**src/rtl/nvdla_sdp_core_split_if.sv**
```systemverilog
// rtl/nvdla_sdp_core_split_if.sv - handshake bundle for the SDP wide-to-narrow splitter
// Wide word side (inp_*) and narrow beat side (out_*) of the splitter.
interface nvdla_sdp_core_split_if #(
  parameter int IW = 512,
  parameter int OW = 128
);
  logic          inp_pvld;
  logic          inp_prdy;
  logic [IW-1:0] inp_data;
  logic [4:0]    inp_nseg;
  logic          out_pvld;
  logic          out_prdy;
  logic [OW-1:0] out_data;
  logic          out_last;

  modport slave (
    input  inp_pvld, inp_data, inp_nseg, out_prdy,
    output inp_prdy, out_pvld, out_data, out_last
  );

  modport master (
    output inp_pvld, inp_data, inp_nseg, out_prdy,
    input  inp_prdy, out_pvld, out_data, out_last
  );
endinterface

```
**src/rtl/nvdla_sdp_core_split.sv**
```systemverilog
// rtl/nvdla_sdp_core_split.sv - splits one IW-bit word into up to RATIO OW-bit beats
// One-entry holding register; segments go out lowest first, truncated by a per-word count.
module nvdla_sdp_core_split #(
  parameter int IW    = 512,
  parameter int OW    = 128,
  parameter int RATIO = IW / OW
) (
  input  logic                  nvdla_core_clk,
  input  logic                  nvdla_core_rstn,
  nvdla_sdp_core_split_if.slave sdp
);
  localparam logic [4:0] RATIO_N = 5'(RATIO);

  logic [IW-1:0] hold_data_q;
  logic [4:0]    hold_nseg_q, hold_nseg_d;
  logic          hold_vld_q, hold_vld_d;
  logic [3:0]    seg_cnt_q, seg_cnt_d;

  logic [4:0]    nseg_norm;
  logic          is_last;
  logic          inp_rdy;
  logic          inp_acc;
  logic          out_acc;
  logic [OW-1:0] seg_sel;

  // A count of 0, or anything beyond the word's capacity, means a full word.
  always_comb begin
    nseg_norm = sdp.inp_nseg;
    if (sdp.inp_nseg == 5'd0 || sdp.inp_nseg > RATIO_N) begin
      nseg_norm = RATIO_N;
    end
  end

  assign is_last = ({1'b0, seg_cnt_q} == (hold_nseg_q - 5'd1));
  assign out_acc = hold_vld_q & sdp.out_prdy;
  assign inp_rdy = !hold_vld_q | (out_acc & is_last);
  assign inp_acc = sdp.inp_pvld & inp_rdy;

  always_comb begin
    seg_sel = '0;
    for (int k = 0; k < RATIO; k++) begin
      if (seg_cnt_q == 4'(k)) begin
        seg_sel = hold_data_q[k*OW +: OW];
      end
    end
  end

  assign sdp.inp_prdy = inp_rdy;
  assign sdp.out_pvld = hold_vld_q;
  assign sdp.out_data = seg_sel;
  assign sdp.out_last = hold_vld_q & is_last;

  // A new word loading on the last-beat accept takes priority, so streaming has no bubble.
  always_comb begin
    hold_vld_d  = hold_vld_q;
    hold_nseg_d = hold_nseg_q;
    seg_cnt_d   = seg_cnt_q;
    if (inp_acc) begin
      hold_vld_d  = 1'b1;
      hold_nseg_d = nseg_norm;
      seg_cnt_d   = 4'd0;
    end else if (out_acc) begin
      if (is_last) begin
        hold_vld_d = 1'b0;
        seg_cnt_d  = 4'd0;
      end else begin
        seg_cnt_d = seg_cnt_q + 4'd1;
      end
    end
  end

  always_ff @(posedge nvdla_core_clk or negedge nvdla_core_rstn) begin
    if (!nvdla_core_rstn) begin
      hold_vld_q  <= 1'b0;
      hold_nseg_q <= RATIO_N;
      seg_cnt_q   <= 4'd0;
    end else begin
      hold_vld_q  <= hold_vld_d;
      hold_nseg_q <= hold_nseg_d;
      seg_cnt_q   <= seg_cnt_d;
    end
  end

  always_ff @(posedge nvdla_core_clk) begin
    if (inp_acc) begin
      hold_data_q <= sdp.inp_data;
    end
  end
endmodule

```
**src/flat_wrapper.sv**
```systemverilog
// flat-port wrapper written by rule: the top's interface ports become plain ports
module nvdla_sdp_core_split_flat 
#(
  parameter int IW    = 512,
  parameter int OW    = 128,
  parameter int RATIO = IW / OW
)
  (nvdla_core_clk, nvdla_core_rstn, sdp_inp_pvld, sdp_inp_data, sdp_inp_nseg, sdp_out_prdy, sdp_inp_prdy, sdp_out_pvld, sdp_out_data, sdp_out_last);
  nvdla_sdp_core_split_if #(.IW(IW), .OW(OW)) sdp_i ();
  input  logic nvdla_core_clk;
  input  logic nvdla_core_rstn;
  input wire logic [$bits(sdp_i.inp_pvld)-1:0] sdp_inp_pvld;
  input wire logic [$bits(sdp_i.inp_data)-1:0] sdp_inp_data;
  input wire logic [$bits(sdp_i.inp_nseg)-1:0] sdp_inp_nseg;
  input wire logic [$bits(sdp_i.out_prdy)-1:0] sdp_out_prdy;
  output wire logic [$bits(sdp_i.inp_prdy)-1:0] sdp_inp_prdy;
  output wire logic [$bits(sdp_i.out_pvld)-1:0] sdp_out_pvld;
  output wire logic [$bits(sdp_i.out_data)-1:0] sdp_out_data;
  output wire logic [$bits(sdp_i.out_last)-1:0] sdp_out_last;
  assign sdp_i.inp_pvld = sdp_inp_pvld;
  assign sdp_i.inp_data = sdp_inp_data;
  assign sdp_i.inp_nseg = sdp_inp_nseg;
  assign sdp_i.out_prdy = sdp_out_prdy;
  assign sdp_inp_prdy = sdp_i.inp_prdy;
  assign sdp_out_pvld = sdp_i.out_pvld;
  assign sdp_out_data = sdp_i.out_data;
  assign sdp_out_last = sdp_i.out_last;
  nvdla_sdp_core_split #(.IW(IW), .OW(OW), .RATIO(RATIO)) u_core (.nvdla_core_clk(nvdla_core_clk), .nvdla_core_rstn(nvdla_core_rstn), .sdp(sdp_i));
endmodule
```
**config.mk**
```make
export PLATFORM = sky130hd
export DESIGN_NAME = nvdla_sdp_core_split_flat
export DESIGN_NICKNAME = d
export VERILOG_FILES = /design/src/rtl/nvdla_sdp_core_split_if.sv /design/src/rtl/nvdla_sdp_core_split.sv /design/src/flat_wrapper.sv
export SDC_FILE = /design/constraint.sdc
export NUM_CORES = 1
export LEC_CHECK = 0
export ABC_CLOCK_PERIOD_IN_PS = 21200
export CORE_AREA = 4 4 251 253
export CTS_CLUSTER_DIAMETER = 60
export CTS_CLUSTER_SIZE = 12
export DETAILED_ROUTE_END_ITERATION = 10
export DIE_AREA = 0 0 255 257
export PLACE_DENSITY_LB_ADDON = 0.3
export SLEW_MARGIN = 20
export SYNTH_ARGS = -nofsm -noshare
export SYNTH_HDL_FRONTEND = slang
export SYNTH_SLANG_ARGS = --single-unit
```
**constraint.sdc**
```tcl
create_clock -name nvdla_core_clk -period 21.2 [get_ports nvdla_core_clk]
set_clock_uncertainty 0.1 [all_clocks]
set_input_delay 3.18 -clock nvdla_core_clk [delete_from_list [all_inputs] [get_ports nvdla_core_clk]]
set_output_delay 3.18 -clock nvdla_core_clk [all_outputs]
set_load 0.02 [all_outputs]
```
==> metrics <==
Rows 91; Final Wtd Congestion 0.822; grt met3 use 5.33%; Ys Warns 0; Power, Total 2.48 mW; Top Usage Layer GRT met2; slowest stage delay, CP 0.63 ns; Synth top area share between 70% and 80%; #FFs+latches synth ~520; pwr/cell area 87.4 mW/mm^2; synthesized area 0.0195 mm^2; Fin Hold WS 0.457 ns; area share of fa/ha/maj cells after synthesis less than 1%; Pleak 9.12 nW; TritonRoute pass-1 iters 5; Vias/cell 4.87; initial antenna violation count 12; Routed WL 59.8 mm; clock network latency to the later pin of the worst-skew pair 0.59 ns; clock root buffer clkbuf_16; Slew Viols, Final 0; Synth Area in Simple Gates 3.38%; Setup Total Neg Slack 0 ns; Clock power frac 34.6%; max-cap viol count 0; TritonCTS clock tree built; Seq pwr share 49.8%; total global routing overflow 0; Worst Path Required 17.92 ns; synthesized-area fraction occupied by xor and xnor cells 0.224%; Clock Sinks between 500 and 600; largest net degree at the start of global routing 182; ranking of synthesized cells by area edfxtp_1, a221o_1, o21ai_0; final setup margin about 13 ns; Post-synth ARST share 1.92%; Synth Area per Inst approximately 16 um^2; crit path launch type primary input; Gate power share 15.6%; CTS buffer count 53; met2 usage 29.8%; number of nets in the layout 2350; Synth area leader edfxtp_1; post-synthesis sequential area ratio 80.0%; FMAX 0.124 GHz; die height 257 um; Worst EP arrival about 4.8 ns; Worst-path clk slew 0.05 ns; Worst Path Max Fanout 7; largest family of logic cells by synthesized area compound AO/OA/AOI/OAI gates; via count 12900; Initial Utilization 32.0%; non-filler instance count after layout 2653; Final setup violation count 0; # IOs around 650; minimum clock period just over 8 ns; RSZ-0062 raised after global routing false; # placed instances 2559; Synth cell types 36; port bufs roughly 650; Max VDD drop 0.0000489 V; sw power 0.600 mW; count leader, synth edfxtp_1; post-synthesis mux area share 0.179%; Die W 255 um; DRT antenna net count 0; Area growth syn-to-layout 45.2%; postcts setup bufs 0; max_slew headroom between 20% and 30%; Gates resized, CTS repair 0; GRT met1 Usage 20.4%; Post-Syn Instances 1188; sw frac 24.2%; fillcell total ~5300; Crit-path slowest cell clkdlybuf4s50_1; status completed; layout cells sized above 1 4.91%; worst path bufs/invs 2; DRC violations left 0; first-pass GRT wire length approximately 85 mm; pre-CTS setup slack 13.14 ns; Setup Crit Path Kind primary input to output port; commonest cells in the netlist edfxtp_1, o21ai_0, nand2_1, a221o_1, o21ai_1; hpwl dp 41.2 mm; crit end category output port; cell area after layout 0.0283 mm^2; Initial DRC Count 976; htree depth 2; HP Class flip-flop to flip-flop; Compound-Gate Fraction of Synth Area between 10% and 20%; critical-path cell list clkdlybuf4s50_1 > o2111ai_2 > nand2_1 > clkdlybuf4s50_1; Post-synth top flop edfxtp_1; Worst Tran Pin Value 1.05 ns; Synth Net Count roughly 1700; delay-heaviest family, CP buffers and inverters; Final Cycle Share 38.0%; fin util 46.4%; die area 0.0655 mm^2; placed cell area 0.0268 mm^2; Internal around 1.9 mW; vias in the first global route 13300; routed length per instance ~23 um; Bufs on Longest Clock Path 3; Fin. Hold Viols 0; Core Region 0.0610 mm^2; CP most frequent cell clkdlybuf4s50_1; GRT Total Usage 17.1%; cts hold-fix bufs 0; Post-synth EDFFs between 500 and 600
[power by group through the flow]
stage	Sequential [mW]	Clock, mW	Combinational [mW]
3_3_place_gp	1.25	0	0.387
5_1_grt	1.24	0.927	0.415
3_5_place_dp	1.25	0	0.391
4_1_cts	1.23	0.885	0.393
6_report	1.23	0.857	0.387
2_1_floorplan	1.27	0	0.177
[state kept, by name, summed over array words and instances (netlist names)]
register	cells
u_core.hold_nseg_q	5
u_core.hold_data_q	512
u_core.seg_cnt_q	4
u_core.sdp.out_pvld	1
[cell usage in the layout, fill, tap and decap left out, drive strengths merged, types with 2 or more instances in the layout]
master           n
o21ai          263
xnor2            4
clkdlybuf4s50  651
mux2i            2
a221o          128
clkinv           6
edfxtp         512
diode           11
nand2          137
inv             10
and2             3
clkbuf          71
ha               5
buf             16
dfrtp            9
a31oi            2
a21oi            4
nor2             9
nor3             3
[cell families (layout without fill, tap and decap cells)]
kind of cell | Yosys count | after routing
DFF | 522 | 522
AOI/OAI and AO/OA | 400 | 400
and+or+nand+nor | 161 | 161
buffers and inverters | 92 | 756
adders and majority gates | 5 | 5
xor gates and xnor gates | 5 | 5
muxes | 3 | 3
other | 0 | 11
[worst reg2reg max path, stage by stage (launching register included)]
cell and delay [ns]:
dfrtp_1 0.40, inv_1 0.08, ha_1 0.21, and4bb_2 0.24
a22o_1 0.19, o2111ai_2 0.16, a21oi_4 0.48, buf_12 0.71
buf_4 0.95
[final cells by class]
class,instances,area (um^2),area share (%)
Sequential cell,522,15600,55.1
Timing Repair Buffer,667,6660,23.5
Multi-Input combinational cell,574,3500,12.3
Clock buffer,71,1390,4.92
Tap cell,790,988,3.49
Clock inverter,12,133,0.468
Antenna cell,11,27.5,0.0971
Inverter,6,22.5,0.0795
[path summary, 6_finish.rpt]
path	from	to	slack (ns)	cells after the start
max reg2reg	u_core.hold_nseg_q[0]$_DFFE_PN0N_	u_core.hold_data_q[9]$_DFFE_PN_	17.26	8
min reg2reg	u_core.hold_nseg_q[4]$_DFFE_PN0N_	u_core.hold_nseg_q[4]$_DFFE_PN0N_	0.46	1
max	sdp_out_prdy	sdp_inp_prdy	13.14	4
max in group asynchronous	nvdla_core_rstn	u_core.hold_nseg_q[2]$_DFFE_PN1N_	17.81	1
min	u_core.hold_nseg_q[4]$_DFFE_PN0N_	u_core.hold_nseg_q[4]$_DFFE_PN0N_	0.46	1
min in group asynchronous	nvdla_core_rstn	u_core.seg_cnt_q[0]$_DFFE_PN0P_	2.82	1
[metal layers]
metal | vias to the layer above | share of wire (%) | wire, um
met1 | 6277 | 37 | 22400
met3 | 108 | 9.0 | 5360
met4 | 2 | 3.0 | 1790
met5 | - | 0.033 | 20
li1 | 6006 | - | -
met2 | 534 | 51 | 30200
Note: power is estimated with default switching activity, not from simulation.
